===== src/rtl/instr_fetch_ctrl_if.sv =====
// Fetch-controller bus: program-load port, instruction-memory port and decode handshake.
// master = fetch controller side, slave = memory/decode/loader side.
interface instr_fetch_ctrl_if #(
    parameter int AW = 8,
    parameter int DW = 16
);
    logic          start;
    logic          load_en;
    logic [AW-1:0] load_addr;
    logic [DW-1:0] load_data;
    logic          load_ack;
    logic [AW-1:0] mem_addr;
    logic          mem_we;
    logic [DW-1:0] mem_wdata;
    logic [DW-1:0] mem_rdata;
    logic [DW-1:0] instr;
    logic          instr_valid;
    logic          instr_ready;
    logic          redirect;
    logic [AW-1:0] redirect_pc;
    logic [AW-1:0] pc;
    logic          busy;
    logic          halted;

    modport master (
        input  start, load_en, load_addr, load_data, mem_rdata,
               instr_ready, redirect, redirect_pc,
        output load_ack, mem_addr, mem_we, mem_wdata, instr, instr_valid,
               pc, busy, halted
    );

    modport slave (
        output start, load_en, load_addr, load_data, mem_rdata,
               instr_ready, redirect, redirect_pc,
        input  load_ack, mem_addr, mem_we, mem_wdata, instr, instr_valid,
               pc, busy, halted
    );
endinterface


===== src/rtl/instr_fetch_ctrl.sv =====
// Instruction fetch sequencer: PC, memory-port arbitration (fetch vs program load), decode handshake.
// Optional FETCH_COUNT_EN adds a saturating 16-bit handshake counter on instr_count.
module instr_fetch_ctrl #(
    parameter int            AW       = 8,
    parameter int            DW       = 16,
    parameter logic [AW-1:0] RESET_PC = '0,
    parameter logic [3:0]    HALT_OPC = 4'hF
) (
    input  logic                 clk,
    input  logic                 rst_n,
    instr_fetch_ctrl_if.master   bus
`ifdef FETCH_COUNT_EN
    ,
    output logic [15:0]          instr_count
`endif
);
    typedef enum logic [1:0] {IDLE, RUN, HALT} state_t;

    state_t        state_q;
    logic [AW-1:0] pc_q;
    logic [DW-1:0] instr_q;
    logic          valid_q;
    logic          busy_q;
    logic          halted_q;

    logic load_ack;
    logic start_ok;
    logic handshake;
    logic advance;
    logic is_halt;

    // Loads own the memory port whenever fetch is not running; a load also masks start.
    always_comb begin
        load_ack  = bus.load_en && (state_q != RUN);
        start_ok  = bus.start && !bus.load_en && (state_q != RUN);
        handshake = valid_q && bus.instr_ready;
        advance   = (state_q == RUN) && (!valid_q || bus.instr_ready);
        is_halt   = (bus.mem_rdata[DW-1 -: 4] == HALT_OPC);
    end

    assign bus.load_ack    = load_ack;
    assign bus.mem_we      = load_ack;
    assign bus.mem_addr    = load_ack ? bus.load_addr : pc_q;
    assign bus.mem_wdata   = bus.load_data;
    assign bus.instr       = instr_q;
    assign bus.instr_valid = valid_q;
    assign bus.pc          = pc_q;
    assign bus.busy        = busy_q;
    assign bus.halted      = halted_q;

    always_ff @(posedge clk or negedge rst_n) begin
        if (!rst_n) begin
            state_q  <= IDLE;
            pc_q     <= RESET_PC;
            instr_q  <= '0;
            valid_q  <= 1'b0;
            busy_q   <= 1'b0;
            halted_q <= 1'b0;
        end else begin
            case (state_q)
                IDLE, HALT: begin
                    if (start_ok) begin
                        state_q  <= RUN;
                        pc_q     <= RESET_PC;
                        valid_q  <= 1'b0;
                        busy_q   <= 1'b1;
                        halted_q <= 1'b0;
                    end else if (handshake) begin
                        valid_q <= 1'b0;
                    end
                end
                RUN: begin
                    if (bus.redirect) begin
                        pc_q    <= bus.redirect_pc;
                        valid_q <= 1'b0;
                    end else if (advance) begin
                        if (is_halt) begin
                            // Halt word is never issued; an unconsumed word stays for decode.
                            state_q  <= HALT;
                            busy_q   <= 1'b0;
                            halted_q <= 1'b1;
                            if (handshake) valid_q <= 1'b0;
                        end else begin
                            instr_q <= bus.mem_rdata;
                            valid_q <= 1'b1;
                            pc_q    <= pc_q + 1'b1;
                        end
                    end
                end
                default: begin
                    state_q  <= IDLE;
                    busy_q   <= 1'b0;
                    halted_q <= 1'b0;
                end
            endcase
        end
    end

`ifdef FETCH_COUNT_EN
    logic [15:0] cnt_q;
    logic [15:0] cnt_d;

    always_comb begin
        cnt_d = cnt_q;
        if (start_ok)
            cnt_d = '0;
        else if (handshake && (cnt_q != 16'hFFFF))
            cnt_d = cnt_q + 16'd1;
    end

    always_ff @(posedge clk or negedge rst_n) begin
        if (!rst_n) cnt_q <= '0;
        else        cnt_q <= cnt_d;
    end

    assign instr_count = cnt_q;
`endif
endmodule


===== src/flat_wrapper.sv =====
// flat-port wrapper written by rule: the top's interface ports become plain ports
module instr_fetch_ctrl_flat 
#(
    parameter int            AW       = 8,
    parameter int            DW       = 16,
    parameter logic [AW-1:0] RESET_PC = '0,
    parameter logic [3:0]    HALT_OPC = 4'hF
)
  (clk, rst_n, bus_start, bus_load_en, bus_load_addr, bus_load_data, bus_mem_rdata, bus_instr_ready, bus_redirect, bus_redirect_pc, bus_load_ack, bus_mem_addr, bus_mem_we, bus_mem_wdata, bus_instr, bus_instr_valid, bus_pc, bus_busy, bus_halted);
  instr_fetch_ctrl_if #(.AW(AW), .DW(DW)) bus_i ();
  input  logic clk;
  input  logic rst_n;
  input wire logic [$bits(bus_i.start)-1:0] bus_start;
  input wire logic [$bits(bus_i.load_en)-1:0] bus_load_en;
  input wire logic [$bits(bus_i.load_addr)-1:0] bus_load_addr;
  input wire logic [$bits(bus_i.load_data)-1:0] bus_load_data;
  input wire logic [$bits(bus_i.mem_rdata)-1:0] bus_mem_rdata;
  input wire logic [$bits(bus_i.instr_ready)-1:0] bus_instr_ready;
  input wire logic [$bits(bus_i.redirect)-1:0] bus_redirect;
  input wire logic [$bits(bus_i.redirect_pc)-1:0] bus_redirect_pc;
  output wire logic [$bits(bus_i.load_ack)-1:0] bus_load_ack;
  output wire logic [$bits(bus_i.mem_addr)-1:0] bus_mem_addr;
  output wire logic [$bits(bus_i.mem_we)-1:0] bus_mem_we;
  output wire logic [$bits(bus_i.mem_wdata)-1:0] bus_mem_wdata;
  output wire logic [$bits(bus_i.instr)-1:0] bus_instr;
  output wire logic [$bits(bus_i.instr_valid)-1:0] bus_instr_valid;
  output wire logic [$bits(bus_i.pc)-1:0] bus_pc;
  output wire logic [$bits(bus_i.busy)-1:0] bus_busy;
  output wire logic [$bits(bus_i.halted)-1:0] bus_halted;
  assign bus_i.start = bus_start;
  assign bus_i.load_en = bus_load_en;
  assign bus_i.load_addr = bus_load_addr;
  assign bus_i.load_data = bus_load_data;
  assign bus_i.mem_rdata = bus_mem_rdata;
  assign bus_i.instr_ready = bus_instr_ready;
  assign bus_i.redirect = bus_redirect;
  assign bus_i.redirect_pc = bus_redirect_pc;
  assign bus_load_ack = bus_i.load_ack;
  assign bus_mem_addr = bus_i.mem_addr;
  assign bus_mem_we = bus_i.mem_we;
  assign bus_mem_wdata = bus_i.mem_wdata;
  assign bus_instr = bus_i.instr;
  assign bus_instr_valid = bus_i.instr_valid;
  assign bus_pc = bus_i.pc;
  assign bus_busy = bus_i.busy;
  assign bus_halted = bus_i.halted;
  instr_fetch_ctrl #(.AW(AW), .DW(DW), .RESET_PC(RESET_PC), .HALT_OPC(HALT_OPC)) u_core (.clk(clk), .rst_n(rst_n), .bus(bus_i));
endmodule

===== config.mk =====
export PLATFORM = sky130hd
export DESIGN_NAME = instr_fetch_ctrl_flat
export DESIGN_NICKNAME = d
export VERILOG_FILES = /design/src/rtl/instr_fetch_ctrl_if.sv /design/src/rtl/instr_fetch_ctrl.sv /design/src/flat_wrapper.sv
export SDC_FILE = /design/constraint.sdc
export NUM_CORES = 1
export LEC_CHECK = 0
export BUFFER_PORTS_ARGS = -buffer_cell sky130_fd_sc_hd__buf_2
export CAP_MARGIN = 30
export CORE_UTILIZATION = 28
export DETAILED_ROUTE_END_ITERATION = 7
export GPL_ROUTABILITY_DRIVEN = 0
export PLACE_DENSITY_LB_ADDON = 0.2
export RECOVER_POWER = 50
export SYNTH_ARGS = -nofsm -noshare
export SYNTH_HDL_FRONTEND = slang
export SYNTH_SLANG_ARGS = --single-unit

===== constraint.sdc =====
create_clock -name clk -period 3 [get_ports clk]
set_input_delay 0.45 -clock clk [delete_from_list [all_inputs] [get_ports clk]]
set_output_delay 0.45 -clock clk [all_outputs]
set_load 0.05 [all_outputs]

==> results of run 1 <==
## state kept, by name (all words and copies together), names as in the netlist
name                    flops
u_core.bus.pc               8
u_core.state_q              1
u_core.bus.instr           16
u_core.bus.instr_valid      1
u_core.bus.halted           1
u_core.bus.busy             1
## cells by family after synthesis
group | count (synthesis) | share of synthesized area
AND/OR/NAND/NOR | 36 | 0.131
AO/OA/AOI/OAI | 32 | 0.132
flip-flops | 28 | 0.449
buffers and inverters | 25 | 0.108
multiplexers | 24 | 0.172
adder cells (fa/ha/maj) | 1 | 0.00802
## where the power goes
group | internal, mW | switching, mW
logic | 0.400 | 1.14
clock network | 0.179 | 0.123
registers | 0.553 | 0.144
## placed cells by master (no fill, tap or decap)
master / netlist / routed
buf_2: 3 / 66
nor3b_1: 1 / 1
inv_1: 3 / 3
o21a_1: 1 / 1
dfrtp_1: 28 / 28
nor2b_1: 1 / 1
nor2_2: 1 / 1
nand3_1: 2 / 2
nand2_1: 7 / 7
o21ai_0: 10 / 9
clkbuf_1: 1 / 8
and2b_1: 1 / 1
nor2_1: 5 / 5
a31o_2: 1 / 1
or3b_1: 1 / 1
nand2b_1: 5 / 5
a21o_1: 1 / 1
nand4_1: 2 / 2
and2_1: 2 / 2
nor3_1: 2 / 2
bufinv_16: 0 / 1
o21ai_1: 0 / 1
a32o_1: 1 / 1
mux2i_1: 1 / 1
ha_1: 1 / 1
o21bai_1: 1 / 1
and4_1: 2 / 2
a22oi_1: 2 / 2
nand3_2: 1 / 1
and3_1: 2 / 2
clkbuf_8: 0 / 3
a21oi_1: 7 / 7
o32ai_1: 1 / 1
o211ai_2: 1 / 1
mux2_2: 23 / 23
nor4_1: 1 / 1
o31ai_1: 4 / 4
o22ai_1: 2 / 2
## cell type report
cell class	instances	area (sq um)	share of cell area
clock buffer	3	41.3	0.0215
multi-input combinational	93	691	0.359
inverter	3	11.3	0.00586
sequential	28	701	0.365
tap	70	87.6	0.0456
timing repair buffer	74	360	0.188
clock inverter	1	30.0	0.0156
## final timing paths
path / from / end / slack (ns) / cells past startpoint
worst min register to register: u_core.bus.instr[10] / u_core.bus.instr[10] / 0.51 / 1
max in group asynchronous: rst_n / u_core.bus.instr[15] / 1.59 / 1
worst min-delay path: bus_mem_rdata[4] / u_core.bus.instr[4] / 0.40 / 2
worst max register to register: u_core.bus.halted / u_core.bus.instr[15] / 1.19 / 4
min in group asynchronous: rst_n / u_core.bus.pc[4] / 0.52 / 1
worst max-delay path: u_core.bus.halted / bus_mem_addr[3] / 0.67 / 4
## per-stage QoR
| step | area, sq um | worst slack, ns |
|---|---|---|
| floorplan | 1560 | 0.350 |
| global placement | 1860 | 0.902 |
| detailed placement | 1860 | 0.852 |
| CTS | 1930 | 0.627 |
| global route | 1920 | 0.482 |
| finish | 1920 | 0.669 |
## routing by layer
layer	vias to the layer above	part of all wire	track usage
met1	574	0.45	0.170
li1	626	-	-
met2	74	0.43	0.199
met4	0	0.0047	0.0192
met3	6	0.12	0.0551
met5	-	0	0
==> impl_metrics.tcl, run 1 <==
set metrics [dict create \
    maxCapViolCount 1 \
    viasPerCell 4.71 \
    antenna_found_initial 0 \
    finalHoldViolCount 0 \
    path_clk_slew_ns 0.10 \
    netlist_top_cells_area "dfrtp_1, mux2_2, buf_4" \
    fp-row-count 26 \
    critPathMaxFanout 8 \
    worstSetupStartpointType "register" \
    worst_pin_slew_ns 1.52 \
    routed_wl_microns 3630 \
    cts_sinks 28 \
    ctsRootBufferMaster "clkbuf_8" \
    cts_buffer_depth 2 \
    fin_hold_ws_ns 0.399 \
    num-nets-final 258 \
    synth_top_cell_by_area "dfrtp_1" \
    synth_flop_cell "dfrtp_1" \
    ys_ff_latch 28 \
    syn_area_sq_um 1560 \
    placement.io_buffers 74 \
    synth-seq-area-share 0.449 \
    async_reset_ff_frac 1.00 \
    path_cells "nand2b_1, nand2_1, mux2_2, buf_2" \
    syn_inst 146 \
    avgSynthCellArea_sq_um 10.7 \
    synth_cell_types 37 \
    timing.fmax_ghz 0.429 \
    dieArea_sq_um 5870 \
    max_stage_delay_ns 0.44 \
    cp-end-kind "primary output" \
    p_leak_nw 0.918 \
    critPathKind "register to primary output" \
    fin_cells 272 \
    diodes 0 \
    critPathBufInv 1 \
    slew_headroom -0.0120 \
    io_pins 107 \
    grt-ovfl-total 0 \
    slew_violations 29 \
    ys.warnings.count 0 \
    fin_util 0.367 \
    die_w_microns 76.6 \
    start_util 0.298 \
    crit_required_ns 2.55 \
    drive_gt1_frac 0.480 \
    syn_nets 201 \
    setup_tns_ns 0 \
    htreeDepth 1 \
    yosysMostFrequentCell "dfrtp_1" \
    placed_cells 268 \
    finalPower_mw 2.54 \
    status "finished with violations" \
    vias 1280 \
    arrival_ns 1.88 \
    coreArea_sq_um 5240 \
    synth_edf_count 0 \
    failed_checks "max-capacitance violations, max-slew violations" \
    grt_pass1_wl_microns 6140 \
    area_growth_syn_to_layout_pct 23.2 \
    first_pass_iters 4 \
    detail-route-antenna-nets 0 \
    finalCriticalPeriod_ns 2.33 \
    fin_crit_sh 0.777 \
    power.density_nw_per_um2 1320 \
    clk_latency_ns 0.28 \
    fill_cells 555 \
    skew_ns 0.00574 \
    cts_buffers 3 \
    cp_top_family "simple AND/OR/NAND/NOR gates" \
    tritoncts "built" \
    synthTopCellsByCount "dfrtp_1, mux2_2, buf_4" \
    vdd_drop_max_mv 0.577 \
    rsz0062_at_grt "no" \
    synth.top_cell.area_share 0.449 \
    post_cts_buffers 0 \
    post_drt_wl_per_cell_microns 13.4 \
    hold_class "primary input to register" \
    drc 0 \
    critPathSlowestCell "dfrtp_1" \
    grt_pass1_vias 1298 \
    drt-initial-drc-count 61 \
    cts_resized 0 \
    grtUsageTotal 0.129 \
    setup_viol 0 \
    dp_hpwl_microns 2790 \
    die_h_microns 76.6 \
    grt_start_max_net_pins 29 \
    ctsHoldBuffers 0 \
]
Power figures use the tool's default switching activity.
==> inputs of run 2 (changes only) <==
==> constraint.sdc (replaced) <==
create_clock -name clk -period 2.2 [get_ports clk]
set_input_delay 0.33 -clock clk [delete_from_list [all_inputs] [get_ports clk]]
set_output_delay 0.33 -clock clk [all_outputs]
set_load 0.05 [all_outputs]
==> run 2 against run 1 <==
Routed wire length is 4.7% higher. The run still ends with max-capacitance violations, max-slew violations left. Largest power group unchanged. Sequential share of layout area shrank 0.97 points. Clock skew fell by 0.0012 ns. Highest routed layer unchanged. Largest cell class is now multi-input combinational cells. Design area up 2.7%. Worst setup slack lost 0.55 ns.
==> impl_metrics.tcl, run 2 (synthesis results as in run 1) <==
set metrics [dict create \
    critPathMaxFanout 8 \
    timing.fmax_ghz 0.481 \
    cts_buffer_depth 2 \
    io_pins 107 \
    fin_crit_sh 0.945 \
    antenna_found_initial 0 \
    cp-end-kind "primary output" \
    htreeDepth 1 \
    placed_area_sq_um 1900 \
    grtUsageTotal 0.129 \
    failed_checks "max-capacitance violations, max-slew violations" \
    post_drt_wl_per_cell_microns 13.8 \
    finalCriticalPeriod_ns 2.08 \
    die_w_microns 76.6 \
    drt-initial-drc-count 47 \
    coreArea_sq_um 5240 \
    vias 1285 \
    ctsHoldBuffers 0 \
    cts_sinks 28 \
    grt_pass1_wl_microns 6130 \
    fin_hold_ws_ns 0.275 \
    drive_gt1_frac 0.522 \
    hold_class "primary input to register" \
    slew_violations 29 \
    finalHoldViolCount 0 \
    maxCapViolCount 1 \
    post_cts_buffers 0 \
    dp_hpwl_microns 2830 \
    num-nets-final 261 \
    routed_wl_microns 3800 \
    dieArea_sq_um 5870 \
    grt_pass1_vias 1283 \
    diodes 0 \
    largest_reg_flops 16 \
    viasPerCell 4.67 \
    ctsRootBufferMaster "clkbuf_8" \
    drc 0 \
    stdcell_area_sq_um 1970 \
    critPathKind "register to primary output" \
    vdd_drop_max_mv 0.859 \
    final_common_cell "buf_2" \
    worst_pin_slew_ns 1.56 \
    skew_ns 0.00457 \
    cts_buffers 3 \
    start_util 0.298 \
    clk_latency_ns 0.28 \
    setup_viol 0 \
    detail-route-antenna-nets 0 \
    placement.io_buffers 74 \
    grt_start_max_net_pins 29 \
    place_ws_ns 0.334 \
    arrival_ns 1.75 \
    setup_tns_ns 0 \
    grt-ovfl-total 0 \
    first_pass_iters 4 \
    power.density_nw_per_um2 1790 \
    fp-row-count 26 \
    tritoncts "built" \
    die_h_microns 76.6 \
    path_clk_slew_ns 0.10 \
    status "finished with violations" \
    setup_ws_ns 0.121 \
    crit_required_ns 1.87 \
    area_growth_syn_to_layout_pct 26.5 \
    layout_common_cells "buf_2, dfrtp_1, mux2_2" \
    worstSetupStartpointType "register" \
    p_leak_nw 0.943 \
    slew_headroom -0.0422 \
    fin_util 0.377 \
]
## run 2: cell type report
class | instances | area, sq um
multi-input combinational | 93 | 709
clock buffer | 3 | 41.3
inverter | 3 | 15.0
sequential | 28 | 701
timing repair buffer | 77 | 390
tap | 70 | 87.6
clock inverter | 1 | 30.0
fill | 552 | 3260
## run 2: what timing repair did
| item | CTS | global route |
|---|---|---|
| hold endpoints to repair | 0 | 0 |
| setup endpoints to repair | 0 | 8 |
| resized for setup | 0 | 2 |
## run 2: worst paths after layout
kind	slack (ns)	start	cells after the start	to
min reg2reg	0.51	u_core.bus.instr[13]	1	u_core.bus.instr[13]
max reg2reg	0.45	u_core.bus.halted	4	u_core.bus.instr[5]
min	0.27	bus_mem_rdata[3]	2	u_core.bus.instr[3]
max	0.12	u_core.bus.halted	4	bus_mem_addr[1]
min in group asynchronous	0.42	rst_n	1	u_core.bus.pc[3]
max in group asynchronous	0.88	rst_n	1	u_core.bus.instr[10]
## run 2: stage by stage
stage	power, mW	std cells
6_report	3.53	275
4_1_cts	3.57	275
3_5_place_dp	3.14	271
5_1_grt	3.73	275
2_1_floorplan	2.73	146
3_3_place_gp	3.13	271
## run 2: critical path, stage by stage (launching register included)
cell and delay (ns):
dfrtp_1 0.44, nand2b_1 0.27, nand2_4 0.20, mux2_2 0.35, buf_2 0.21
## run 2: where the power goes
group | leakage [nW] | total (mW) | internal [mW] | switching [mW]
clock | 0.0357 | 0.418 | 0.244 | 0.174
sequential | 0.333 | 0.951 | 0.754 | 0.197
combinational | 0.575 | 2.16 | 0.589 | 1.58
## run 2: layer usage
layer	vias up	track usage	share of wire
li1	623	-	-
met1	584	0.163	0.45
met2	70	0.214	0.45
met3	8	0.0527	0.10
met4	0	0.00962	0.0050
met5	-	0	0
==> inputs of run 3 (changes only) <==
--- a/config.mk
+++ b/config.mk
@@ -11,7 +11,6 @@
 export DETAILED_ROUTE_END_ITERATION = 7
 export GPL_ROUTABILITY_DRIVEN = 0
 export PLACE_DENSITY_LB_ADDON = 0.2
-export RECOVER_POWER = 50
 export SYNTH_ARGS = -nofsm -noshare
 export SYNTH_HDL_FRONTEND = slang
 export SYNTH_SLANG_ARGS = --single-unit
==> run 3 against run 2 <==
Sequential power is essentially flat. The run now ends clean. Combinational power is essentially flat. Hold slack worse by 0.21 ns.
==> impl_metrics.tcl, run 3 (synthesis results as in run 1) <==
set metrics [dict create \
    status "completed" \
    max_stage_delay_ns 0.44 \
    arrival_ns 1.75 \
    cts_sinks 28 \
    dieArea_sq_um 5870 \
    grt_pass1_vias 1283 \
    clk_latency_ns 0.28 \
    detail-route-antenna-nets 0 \
    coreArea_sq_um 5240 \
    fp-row-count 26 \
    fin_crit_sh 0.946 \
    fin_cells 275 \
    drt-initial-drc-count 48 \
    antenna_found_initial 0 \
    placement.io_buffers 74 \
    first_pass_iters 4 \
    setup_viol 0 \
    tritoncts "built" \
    setup_tns_ns 0 \
    drc 0 \
    path_clk_slew_ns 0.10 \
    placed_area_sq_um 1900 \
    path_cells "nand2b_1, nand2_4, mux2_2, buf_2" \
    grt_start_max_net_pins 29 \
    dp_hpwl_microns 2830 \
    timing.fmax_ghz 0.481 \
    vdd_drop_max_mv 0.858 \
    critPathSlowestCell "dfrtp_1" \
    die_h_microns 76.6 \
    io_pins 107 \
    finalHoldViolCount 0 \
    post_drt_wl_per_cell_microns 13.8 \
    worstSetupStartpointType "register" \
    crit_required_ns 1.87 \
    area_growth_syn_to_layout_pct 26.9 \
    skew_ns 0.00323 \
    grt_pass1_wl_microns 6130 \
    cts_buffers 3 \
    hold_class "primary input to asynchronous set/reset pin" \
    finalPower_mw 3.54 \
    drive_gt1_frac 0.541 \
    layout_common_cells "buf_2, dfrtp_1, mux2_2" \
    maxCapViolCount 0 \
    post_cts_buffers 0 \
    power.density_nw_per_um2 1790 \
    r2r_slack_ns 0.45 \
    finalCriticalPeriod_ns 2.08 \
    num-nets-final 261 \
    die_w_microns 76.6 \
    slew_headroom 0.565 \
    start_util 0.298 \
    worst_pin_slew_ns 0.653 \
    slew_violations 0 \
    vias 1280 \
    viasPerCell 4.65 \
    critPathKind "register to primary output" \
    grt-ovfl-total 0 \
    htreeDepth 1 \
    stdcell_area_sq_um 1980 \
    cts_buffer_depth 2 \
    p_leak_nw 0.954 \
    diodes 0 \
    placed_cells 271 \
    critPathMaxFanout 8 \
    routed_wl_microns 3800 \
    final_common_cell "buf_2" \
    cp-end-kind "primary output" \
    grtUsageTotal 0.129 \
    largest_reg_flops 16 \
    ctsRootBufferMaster "clkbuf_8" \
]
[run 3: layout make-up]
class / instances / area, sq um
clock buffers: 3 / 41.3
clock inverters: 1 / 30.0
fillers: 549 / 3260
inverters: 3 / 15.0
multi-input cells: 93 / 709
flip-flops and latches: 28 / 701
well taps: 70 / 87.6
repair buffers: 77 / 395
[run 3: final timing paths]
path	from	endpoint	depth (start not counted)
setup / recovery	u_core.bus.halted	bus_mem_addr[1]	4
hold / removal	rst_n	u_core.bus.pc[3]	1
setup reg to reg	u_core.bus.halted	u_core.bus.instr[5]	4
hold reg to reg	u_core.bus.instr[1]	u_core.bus.instr[1]	1
max in group asynchronous	rst_n	u_core.bus.instr[0]	1
min in group clk	bus_mem_rdata[3]	u_core.bus.instr[3]	2
[run 3: power by group]
group / total [mW] / switching (mW) / leakage (nW) / internal [mW]
Combinational: 2.17 / 1.58 / 0.586 / 0.597
Clock: 0.416 / 0.172 / 0.0357 / 0.244
Sequential: 0.951 / 0.197 / 0.333 / 0.754
Total: 3.54 / 1.95 / 0.954 / 1.60
[run 3: through the flow]
stage                util  worst slack, ns  hold slack, ns
global placement    0.363            0.353           0.410
global route        0.378        -0.000298           0.121
floorplan               -           0.0325          0.0344
finish              0.378            0.119          0.0628
CTS                 0.376          0.00157          0.0946
detailed placement  0.363            0.334           0.408
[run 3: timing repair]
action,in CTS,in global routing
endpoints found under the setup margin,0,8
resized for setup,0,2
hold buffers,0,0
[run 3: worst max-delay path: cells and delay by family (launching register included)]
family                 cells  cell delay (ns)
DFF                        1             0.44
buffers and inverters      1             0.21
and+or+nand+nor            2             0.47
muxes                      1             0.35
[run 3: routing by layer]
metal  wire (microns)  vias to the layer above  track usage  share of wire
li1                 -                      621            -              -
met1             1720                      581        0.163           0.45
met2             1680                       70        0.214           0.44
met3              390                        8       0.0527           0.10
met4               19                        0      0.00962         0.0050
met5                0                        -            0              0
